$ cat config.mk
export PLATFORM = sky130hd
export DESIGN_NAME = vga_timing_gen_flat
export DESIGN_NICKNAME = d
export VERILOG_FILES = /design/src/rtl/vga_timing_gen_if.sv /design/src/rtl/vga_timing_gen.sv /design/src/flat_wrapper.sv
export SDC_FILE = /design/constraint.sdc
export NUM_CORES = 1
export LEC_CHECK = 0
export CAP_MARGIN = 20
export CORE_MARGIN = 5
export CORE_UTILIZATION = 48
export CTS_BUF_LIST = sky130_fd_sc_hd__clkbuf_16
export DETAILED_ROUTE_END_ITERATION = 8
export PLACE_DENSITY = 0.75
export SLEW_MARGIN = 40
export SYNTH_ARGS = -nofsm -noshare
export SYNTH_HDL_FRONTEND = slang
export SYNTH_SLANG_ARGS = --single-unit
$ cat constraint.sdc
create_clock -name clk -period 2.35 [get_ports clk]
set_input_delay 0.705 -clock clk [delete_from_list [all_inputs] [get_ports clk]]
set_output_delay 0.705 -clock clk [all_outputs]
set_load 0.005 [all_outputs]
$ cat src/rtl/vga_timing_gen_if.sv
// Pixel-tick inputs and VGA timing outputs of vga_timing_gen.
// The frame_cnt signal exists only when VGA_FRAME_CNT_EN is defined.
interface vga_timing_gen_if;
  logic       enable;
  logic       flag_pixel;
  logic       hsync;
  logic       vsync;
  logic       video_on;
  logic [9:0] pix_x;
  logic [9:0] pix_y;
  logic       line_end;
  logic       frame_start;
`ifdef VGA_FRAME_CNT_EN
  logic [7:0] frame_cnt;

  modport master (
    input  enable, flag_pixel,
    output hsync, vsync, video_on, pix_x, pix_y, line_end, frame_start, frame_cnt
  );
  modport slave (
    output enable, flag_pixel,
    input  hsync, vsync, video_on, pix_x, pix_y, line_end, frame_start, frame_cnt
  );
`else
  modport master (
    input  enable, flag_pixel,
    output hsync, vsync, video_on, pix_x, pix_y, line_end, frame_start
  );
  modport slave (
    output enable, flag_pixel,
    input  hsync, vsync, video_on, pix_x, pix_y, line_end, frame_start
  );
`endif
endinterface

$ cat src/rtl/vga_timing_gen.sv
// VGA horizontal/vertical timing generator advanced by rising edges of flag_pixel.
// Optional macro VGA_FRAME_CNT_EN adds an 8-bit wrapping frame counter output.
module vga_timing_gen #(
  parameter int   H_ACTIVE = 640,
  parameter int   H_FP     = 16,
  parameter int   H_SYNC   = 96,
  parameter int   H_BP     = 48,
  parameter int   V_ACTIVE = 480,
  parameter int   V_FP     = 10,
  parameter int   V_SYNC   = 2,
  parameter int   V_BP     = 33,
  parameter logic SYNC_POL = 1'b0
) (
  input  logic               clk,
  input  logic               n_rst,
  vga_timing_gen_if.master   vif
);

  localparam int H_TOTAL = H_ACTIVE + H_FP + H_SYNC + H_BP;
  localparam int V_TOTAL = V_ACTIVE + V_FP + V_SYNC + V_BP;

  localparam logic [9:0] H_LAST   = 10'(H_TOTAL - 1);
  localparam logic [9:0] V_LAST   = 10'(V_TOTAL - 1);
  localparam logic [9:0] H_VIS    = 10'(H_ACTIVE);
  localparam logic [9:0] V_VIS    = 10'(V_ACTIVE);
  localparam logic [9:0] HS_FIRST = 10'(H_ACTIVE + H_FP);
  localparam logic [9:0] HS_LAST  = 10'(H_ACTIVE + H_FP + H_SYNC - 1);
  localparam logic [9:0] VS_FIRST = 10'(V_ACTIVE + V_FP);
  localparam logic [9:0] VS_LAST  = 10'(V_ACTIVE + V_FP + V_SYNC - 1);

  function automatic logic in_win(input logic [9:0] val, input logic [9:0] lo,
                                  input logic [9:0] hi);
    return (val >= lo) && (val <= hi);
  endfunction

  logic       flag_d;
  logic [9:0] h_cnt;
  logic [9:0] v_cnt;
  logic       tick;
  logic       adv;
  logic       h_wrap;
  logic       v_wrap;
  logic [9:0] h_nxt;
  logic [9:0] v_nxt;
  logic       video_nxt;

  // Stage 0: tick detection and next-state counters
  always_comb begin
    tick      = vif.flag_pixel & ~flag_d;
    adv       = tick & vif.enable;
    h_wrap    = adv && (h_cnt == H_LAST);
    v_wrap    = h_wrap && (v_cnt == V_LAST);
    h_nxt     = h_cnt;
    v_nxt     = v_cnt;
    if (adv) begin
      if (h_cnt == H_LAST) begin
        h_nxt = '0;
        v_nxt = (v_cnt == V_LAST) ? '0 : v_cnt + 10'd1;
      end else begin
        h_nxt = h_cnt + 10'd1;
      end
    end
    video_nxt = (h_nxt < H_VIS) && (v_nxt < V_VIS);
  end

  // Stage 1: counters and outputs registered together, decoded from next state
  always_ff @(posedge clk) begin
    if (n_rst) begin
      flag_d          <= 1'b0;
      h_cnt           <= '0;
      v_cnt           <= '0;
      vif.hsync       <= ~SYNC_POL;
      vif.vsync       <= ~SYNC_POL;
      vif.video_on    <= 1'b1;
      vif.pix_x       <= '0;
      vif.pix_y       <= '0;
      vif.line_end    <= 1'b0;
      vif.frame_start <= 1'b0;
`ifdef VGA_FRAME_CNT_EN
      vif.frame_cnt   <= '0;
`endif
    end else begin
      // flag_d tracks even while disabled so re-enable cannot see a stale edge
      flag_d          <= vif.flag_pixel;
      h_cnt           <= h_nxt;
      v_cnt           <= v_nxt;
      vif.hsync       <= in_win(h_nxt, HS_FIRST, HS_LAST) ? SYNC_POL : ~SYNC_POL;
      vif.vsync       <= in_win(v_nxt, VS_FIRST, VS_LAST) ? SYNC_POL : ~SYNC_POL;
      vif.video_on    <= video_nxt;
      vif.pix_x       <= video_nxt ? h_nxt : '0;
      vif.pix_y       <= video_nxt ? v_nxt : '0;
      vif.line_end    <= h_wrap;
      vif.frame_start <= v_wrap;
`ifdef VGA_FRAME_CNT_EN
      vif.frame_cnt   <= vif.frame_cnt + 8'(v_wrap);
`endif
    end
  end

endmodule

$ cat src/flat_wrapper.sv
// flat-port wrapper written by rule: the top's interface ports become plain ports
module vga_timing_gen_flat 
#(
  parameter int   H_ACTIVE = 640,
  parameter int   H_FP     = 16,
  parameter int   H_SYNC   = 96,
  parameter int   H_BP     = 48,
  parameter int   V_ACTIVE = 480,
  parameter int   V_FP     = 10,
  parameter int   V_SYNC   = 2,
  parameter int   V_BP     = 33,
  parameter logic SYNC_POL = 1'b0
)
  (clk, n_rst, vif_enable, vif_flag_pixel, vif_hsync, vif_vsync, vif_video_on, vif_pix_x, vif_pix_y, vif_line_end, vif_frame_start);
  vga_timing_gen_if vif_i ();
  input  logic clk;
  input  logic n_rst;
  input wire logic [$bits(vif_i.enable)-1:0] vif_enable;
  input wire logic [$bits(vif_i.flag_pixel)-1:0] vif_flag_pixel;
  output wire logic [$bits(vif_i.hsync)-1:0] vif_hsync;
  output wire logic [$bits(vif_i.vsync)-1:0] vif_vsync;
  output wire logic [$bits(vif_i.video_on)-1:0] vif_video_on;
  output wire logic [$bits(vif_i.pix_x)-1:0] vif_pix_x;
  output wire logic [$bits(vif_i.pix_y)-1:0] vif_pix_y;
  output wire logic [$bits(vif_i.line_end)-1:0] vif_line_end;
  output wire logic [$bits(vif_i.frame_start)-1:0] vif_frame_start;
  assign vif_i.enable = vif_enable;
  assign vif_i.flag_pixel = vif_flag_pixel;
  assign vif_hsync = vif_i.hsync;
  assign vif_vsync = vif_i.vsync;
  assign vif_video_on = vif_i.video_on;
  assign vif_pix_x = vif_i.pix_x;
  assign vif_pix_y = vif_i.pix_y;
  assign vif_line_end = vif_i.line_end;
  assign vif_frame_start = vif_i.frame_start;
  vga_timing_gen #(.H_ACTIVE(H_ACTIVE), .H_FP(H_FP), .H_SYNC(H_SYNC), .H_BP(H_BP), .V_ACTIVE(V_ACTIVE), .V_FP(V_FP), .V_SYNC(V_SYNC), .V_BP(V_BP), .SYNC_POL(SYNC_POL)) u_core (.clk(clk), .n_rst(n_rst), .vif(vif_i));
endmodule
# ---- Yosys cells after proc, flatten, opt, wreduce, memory -nomap -nowiden
# Index checks and enable logic that the tools add are counted.
dict set report op_classes {
  addsub 2
  order_cmp 6
  n_eq_ne 2
  n_mux 7
  bitwise 4
  n_reduce_logical 6
}
# operator n
set ops {}
lappend ops {{$mux W10} 5}
lappend ops {{$add A10 B1 Y10 const B} 2}
lappend ops {{$eq A10 B10 Y1 const B} 2}
lappend ops {{$ge A10 B10 Y1 const B} 1}
lappend ops {{$ge A10 B9 Y1 const B} 1}
lappend ops {{$le A10 B10 Y1 const B} 1}
lappend ops {{$le A10 B9 Y1 const B} 1}
lappend ops {{$lt A10 B10 Y1 const B} 1}
lappend ops {{$lt A10 B9 Y1 const B} 1}
lappend ops {{$logic_and A1 B1 Y1} 5}
lappend ops {{$and A1 B1 Y1} 2}
lappend ops {{$mux W1} 2}
lappend ops {{$not A1 Y1} 2}
lappend ops {{$reduce_or A2 Y1} 1}
dict set report word_totals {
  register_bits 46
  in_bits 4
  output_inout_bits 25
  elab_cells 37
}

# ---- Logic depth before layout (Yosys ltp)
dict set report logic_depth {
  depth_word 8
  ltp_mapped 9
  mapped_depth_nobuf 8
}

# ---- Worst setup path before layout
# No wires, ideal clock.
dict set report synth_path {
  path_kind {input to register}
  startpoint {input port vif_flag_pixel}
  endpoint {register u_core.vif.vsync}
  arrival_time_ps 2188
  required_time_ps 2210
  slack_ps 23
  path_stages 7
  cell_sequence {nand3b_2 -> nor4_2 -> nand4_1 -> xor2_1 -> nor4_2 -> buf_4 -> nand4_1}
}
dict set report synth_via {
  elab_chain_len 6
}
# item line_no
set synth_lines {}
lappend synth_lines {{from (decl)} flat_wrapper.sv:19} ;# input wire logic [$bits(vif_i.flag_pixel)-1:0] vif_flag_pixel;
lappend synth_lines {{$and A1 B1 Y1 (*)} vga_timing_gen.sv:49} ;# tick = vif.flag_pixel & ~flag_d;
lappend synth_lines {{$and A1 B1 Y1 (*)} vga_timing_gen.sv:50} ;# adv = tick & vif.enable;
lappend synth_lines {{$mux W10 (*)} vga_timing_gen.sv:55} ;# if (adv) begin
lappend synth_lines {{$ge A10 B9 Y1 or $le A10 B9 Y1 (tied branches)} vga_timing_gen.sv:33} ;# return (val >= lo) && (val <= hi);
lappend synth_lines {{$logic_and A1 B1 Y1 (*)} vga_timing_gen.sv:33}
lappend synth_lines {{$mux W1 (*)} vga_timing_gen.sv:88} ;# vif.vsync <= in_win(v_nxt, VS_FIRST, VS_LAST) ? SYNC_POL : ~SYNC_POL;
lappend synth_lines {{to (signal assigned)} vga_timing_gen.sv:73} ;# vif.vsync <= ~SYNC_POL;
lappend synth_lines {{to (signal assigned)} vga_timing_gen.sv:88}
lappend synth_lines {{to (decl)} vga_timing_gen_if.sv:27} ;# output hsync, vsync, video_on, pix_x, pix_y, line_end, frame_start
# Every way passes the cells marked *; elsewhere a longest branch is shown, timed or not.
# A chain may end at the register's enable or synchronous reset.

# ---- Worst setup path after layout
dict set report layout_path {
  startpoint {register u_core.v_cnt[1]}
  endpoint {register u_core.vif.pix_y[6]}
}
dict set report layout_via {
  elab_chain_len 8
}
# item line_no
set layout_lines {}
lappend layout_lines {{from (decl)} vga_timing_gen.sv:38} ;# logic [9:0] v_cnt;
lappend layout_lines {{from (signal assigned)} vga_timing_gen.sv:86} ;# v_cnt <= v_nxt;
lappend layout_lines {{$add A10 B1 Y10 or $eq A10 B10 Y1 (tied branches)} vga_timing_gen.sv:58} ;# v_nxt = (v_cnt == V_LAST) ? '0 : v_cnt + 10'd1;
lappend layout_lines {{$mux W10} vga_timing_gen.sv:58}
lappend layout_lines {{$mux W10} vga_timing_gen.sv:56} ;# if (h_cnt == H_LAST) begin
lappend layout_lines {{$mux W10 (*)} vga_timing_gen.sv:55}
lappend layout_lines {{$lt A10 B9 Y1} vga_timing_gen.sv:63} ;# video_nxt = (h_nxt < H_VIS) && (v_nxt < V_VIS);
lappend layout_lines {{$logic_and A1 B1 Y1} vga_timing_gen.sv:63}
lappend layout_lines {{$not A1 Y1 (no source line)} n/a}
lappend layout_lines {{$reduce_or A2 Y1 (no source line)} n/a}
lappend layout_lines {{to (signal assigned)} vga_timing_gen.sv:91} ;# vif.pix_y <= video_nxt ? v_nxt : '0;
lappend layout_lines {{to (decl)} vga_timing_gen_if.sv:27}
# Marked as above.

==> reports/results.txt <==
Result of the run: complete, no violations
PD cells: 524 nW/um^2
Htree depth: 2
Crit path DAT: 2520 ps
CTS hold repair buffers: 0
Largest delay share family, worst path: simple AND/OR/NAND/NOR gates
Antenna Violating Nets Remaining: 0
Synthesized Nets: 208
Main synth FF type: dfxtp_1
Power share of the clock group: 44.2%
DR vias: 1,711
Placer Congestion: 0.857
EDFF count, synth: 0
Ant diodes: 0
Worst-path fanout max: 6
Initial drt markers: 141
Die Height: 74.9 um
CTS tree: done
Average cell area after synthesis: 10.1 sq um
Internal: 1.19 mW
Max Root-Sink Buffers: 2
Final Util: 70.2%
Die width: 74.9 um
Routed vias/inst: 5.38
Slew @ Worst Pin: 560 ps
Min Hold Slack: 501 ps
Count of different cell masters after synthesis: 47
Slew Limit Headroom: 62.2%
CP bufs+invs: 2
Crit-path slowest cell: nor4bb_1
Leakage power: 1.09 nW
All-layer global routing usage: 17.4%
Number of global-route vias before repair: 1,597
Sw Pwr: 0.302 mW
Clock slew at reported path FFs: 60 ps
Hpwl dp: 3.21 mm
CTS Buf Count: 5
Full die area: 5620 sq um
Hold WC Path Type: flip-flop to flip-flop
PortBufs: 28
First-pass DRT Iterations: 4
Asr flop ratio synth: 0%
Tcrit/Tclk final: 99.1%
Cell count after synthesis: 201
Net count, final: 274
Grt ovf: 0
Drt wl/cell: 15.1 um
First-pass GRT wire length: 7.36 mm
# IOs: 29
Final Hold Viols: 0
Fin crit period: 2330 ps
Syn. warnings: 0
DRC viols: 0
CTS Sinks: 46
Worst Setup End Kind: flip-flop
Initial antenna violation count: 0
Max Cap Viol: 0
Initial Utilization: 49.9%
Mapped cell area: 2020 sq um
CP required: 2550 ps
Slowest stage delay, CP: 470 ps
Net Sw Frac: 20.3%
Proportion of layout cells with a drive suffix above 1: 33.2%
Worst VDD drop: 0.340 mV
Layout area overhead: 40.7%
Clock Latency Late Sink: 290 ps
Kind of critical path: flip-flop to flip-flop
Logic pwr share: 2.9%
Root Buffer: clkbuf_16
WL final: 4.80 mm
Reg power frac: 52.8%
Number of core rows: 23
Largest net degree at the start of global routing: 17
Highest clock rate: 430 MHz
Final max-slew violation count: 0
Final setup viols: 0
Clock skew: 7.87 ps
Register area share after synthesis: 45.5%
Placeable Area: 4060 sq um
Critical Path Start Type: flip-flop
Flops & latches, synth: 46
Setup TNS: 0 ps
Critical Path, Cell by Cell: inv_1 -> ha_1 -> nor4bb_1 -> nand3_2 -> nor2_4 -> nand3b_1 -> o311ai_4 -> buf_6 -> nor4_2
per-layer routing:
layer / track usage [%] / vias up / routed length (um)
met4: 7.71 / 0 / 141
met5: 0 / - / 0
met1: 22.4 / 806 / 2050
met2: 27.5 / 46 / 2390
li1: - / 843 / -
met3: 4.27 / 16 / 228
cells in the mapped netlist (2+ instances only):
library cell,count,area share (%)
a21oi_1,7,1.7
and3_1,4,1.2
and3_2,3,1.1
buf_6,3,1.7
clkbuf_1,3,0.56
clkbuf_8,2,1.4
dfxtp_1,46,45
ha_1,3,1.9
inv_1,2,0.37
nand2_1,19,3.5
nand3_1,8,2.0
nand3b_1,3,1.1
nand4_1,5,1.5
nor2_1,18,3.3
nor2b_1,4,1.2
nor3_1,5,1.2
nor3b_1,8,3.0
nor4_2,12,7.4
o21ai_0,3,0.74
o31ai_1,3,1.1
or3_1,2,0.62
xnor2_1,5,2.2
xor2_1,9,3.9
sequential cells by signal (all words and copies together), names as in the netlist, 10 cells and up:
name,count
u_core.v_cnt,10
u_core.vif.pix_x,10
u_core.vif.pix_y,10
u_core.h_cnt,10
timing repair:
action / CTS / global route
pin swaps: 6 / 7
gates resized for setup: 8 / 23
buffers inserted: 6 / 3
setup endpoints to repair: 23 / 21
gates cloned: 0 / 1
cell usage in the layout (no fill, tap or decap), types with 5 or more instances in the layout:
master and instances:
dfxtp_1 43, buf_4 35, clkdlybuf4s50_1 26, nor3b_1 8, nand3_1 7, a21oi_1 6, xor2_1 6, nand2_1 19
buf_6 5, clkbuf_16 5, nor2_1 18, nor3_1 5, nand4_1 5, nor4_2 10
tightest hold or removal path, cell delays in order (launching register included):
cell     delay, ps
dfxtp_2        340
nand2_1         60
a21oi_1         60
path summary, 6_finish.rpt:
| path | start | to | slack, ps | cells after the start |
|---|---|---|---|---|
| worst min-delay path | u_core.h_cnt[1] | u_core.h_cnt[1] | 500 | 2 |
| worst min register to register | u_core.h_cnt[1] | u_core.h_cnt[1] | 500 | 2 |
| worst max register to register | u_core.v_cnt[1] | u_core.vif.pix_y[6] | 20 | 9 |
| worst max-delay path | u_core.v_cnt[1] | u_core.vif.pix_y[6] | 20 | 9 |
power groups by stage:
stage | clock network, mW | registers (mW) | logic, mW
finish | 0.660 | 0.788 | 0.0433
detailed placement | 0 | 0.804 | 0.0421
floorplan | 0 | 0.804 | 0.0195
global placement | 0 | 0.804 | 0.0415
global route | 0.713 | 0.788 | 0.0474
CTS | 0.673 | 0.787 | 0.0413
cells by family (layout without fill, tap and decap cells):
kind of cell | after synthesis | count (layout) | share of synthesized area, %
DFF | 46 | 46 | 45.5
adders and majority gates | 3 | 3 | 1.85
other | 1 | 1 | 0.185
AOI/OAI and AO/OA | 20 | 20 | 6.61
xor gates and xnor gates | 14 | 14 | 6.06
and+or+nand+nor | 106 | 106 | 35.5
buffers and inverters | 11 | 78 | 4.33
through the flow:
step	std cells	total power, mW	instance area (sq um)	setup slack, ps
2_1_floorplan	201	0.824	2020	22.7
3_3_place_gp	300	0.846	2520	-518
3_5_place_dp	300	0.847	2520	-557
4_1_cts	314	1.50	2730	18.0
5_1_grt	318	1.55	2850	-76.0
6_report	318	1.49	2850	21.8
area by class of cell:
cell class | count | area [sq um]
clock buffer | 5 | 125
clock inverter | 3 | 12.5
fill | 293 | 1210
inverter | 2 | 7.51
multi-input combinational | 144 | 1130
sequential | 46 | 925
tap | 50 | 62.6
timing repair buffer | 68 | 589
No activity file was read; power rests on OpenSTA's default activity.
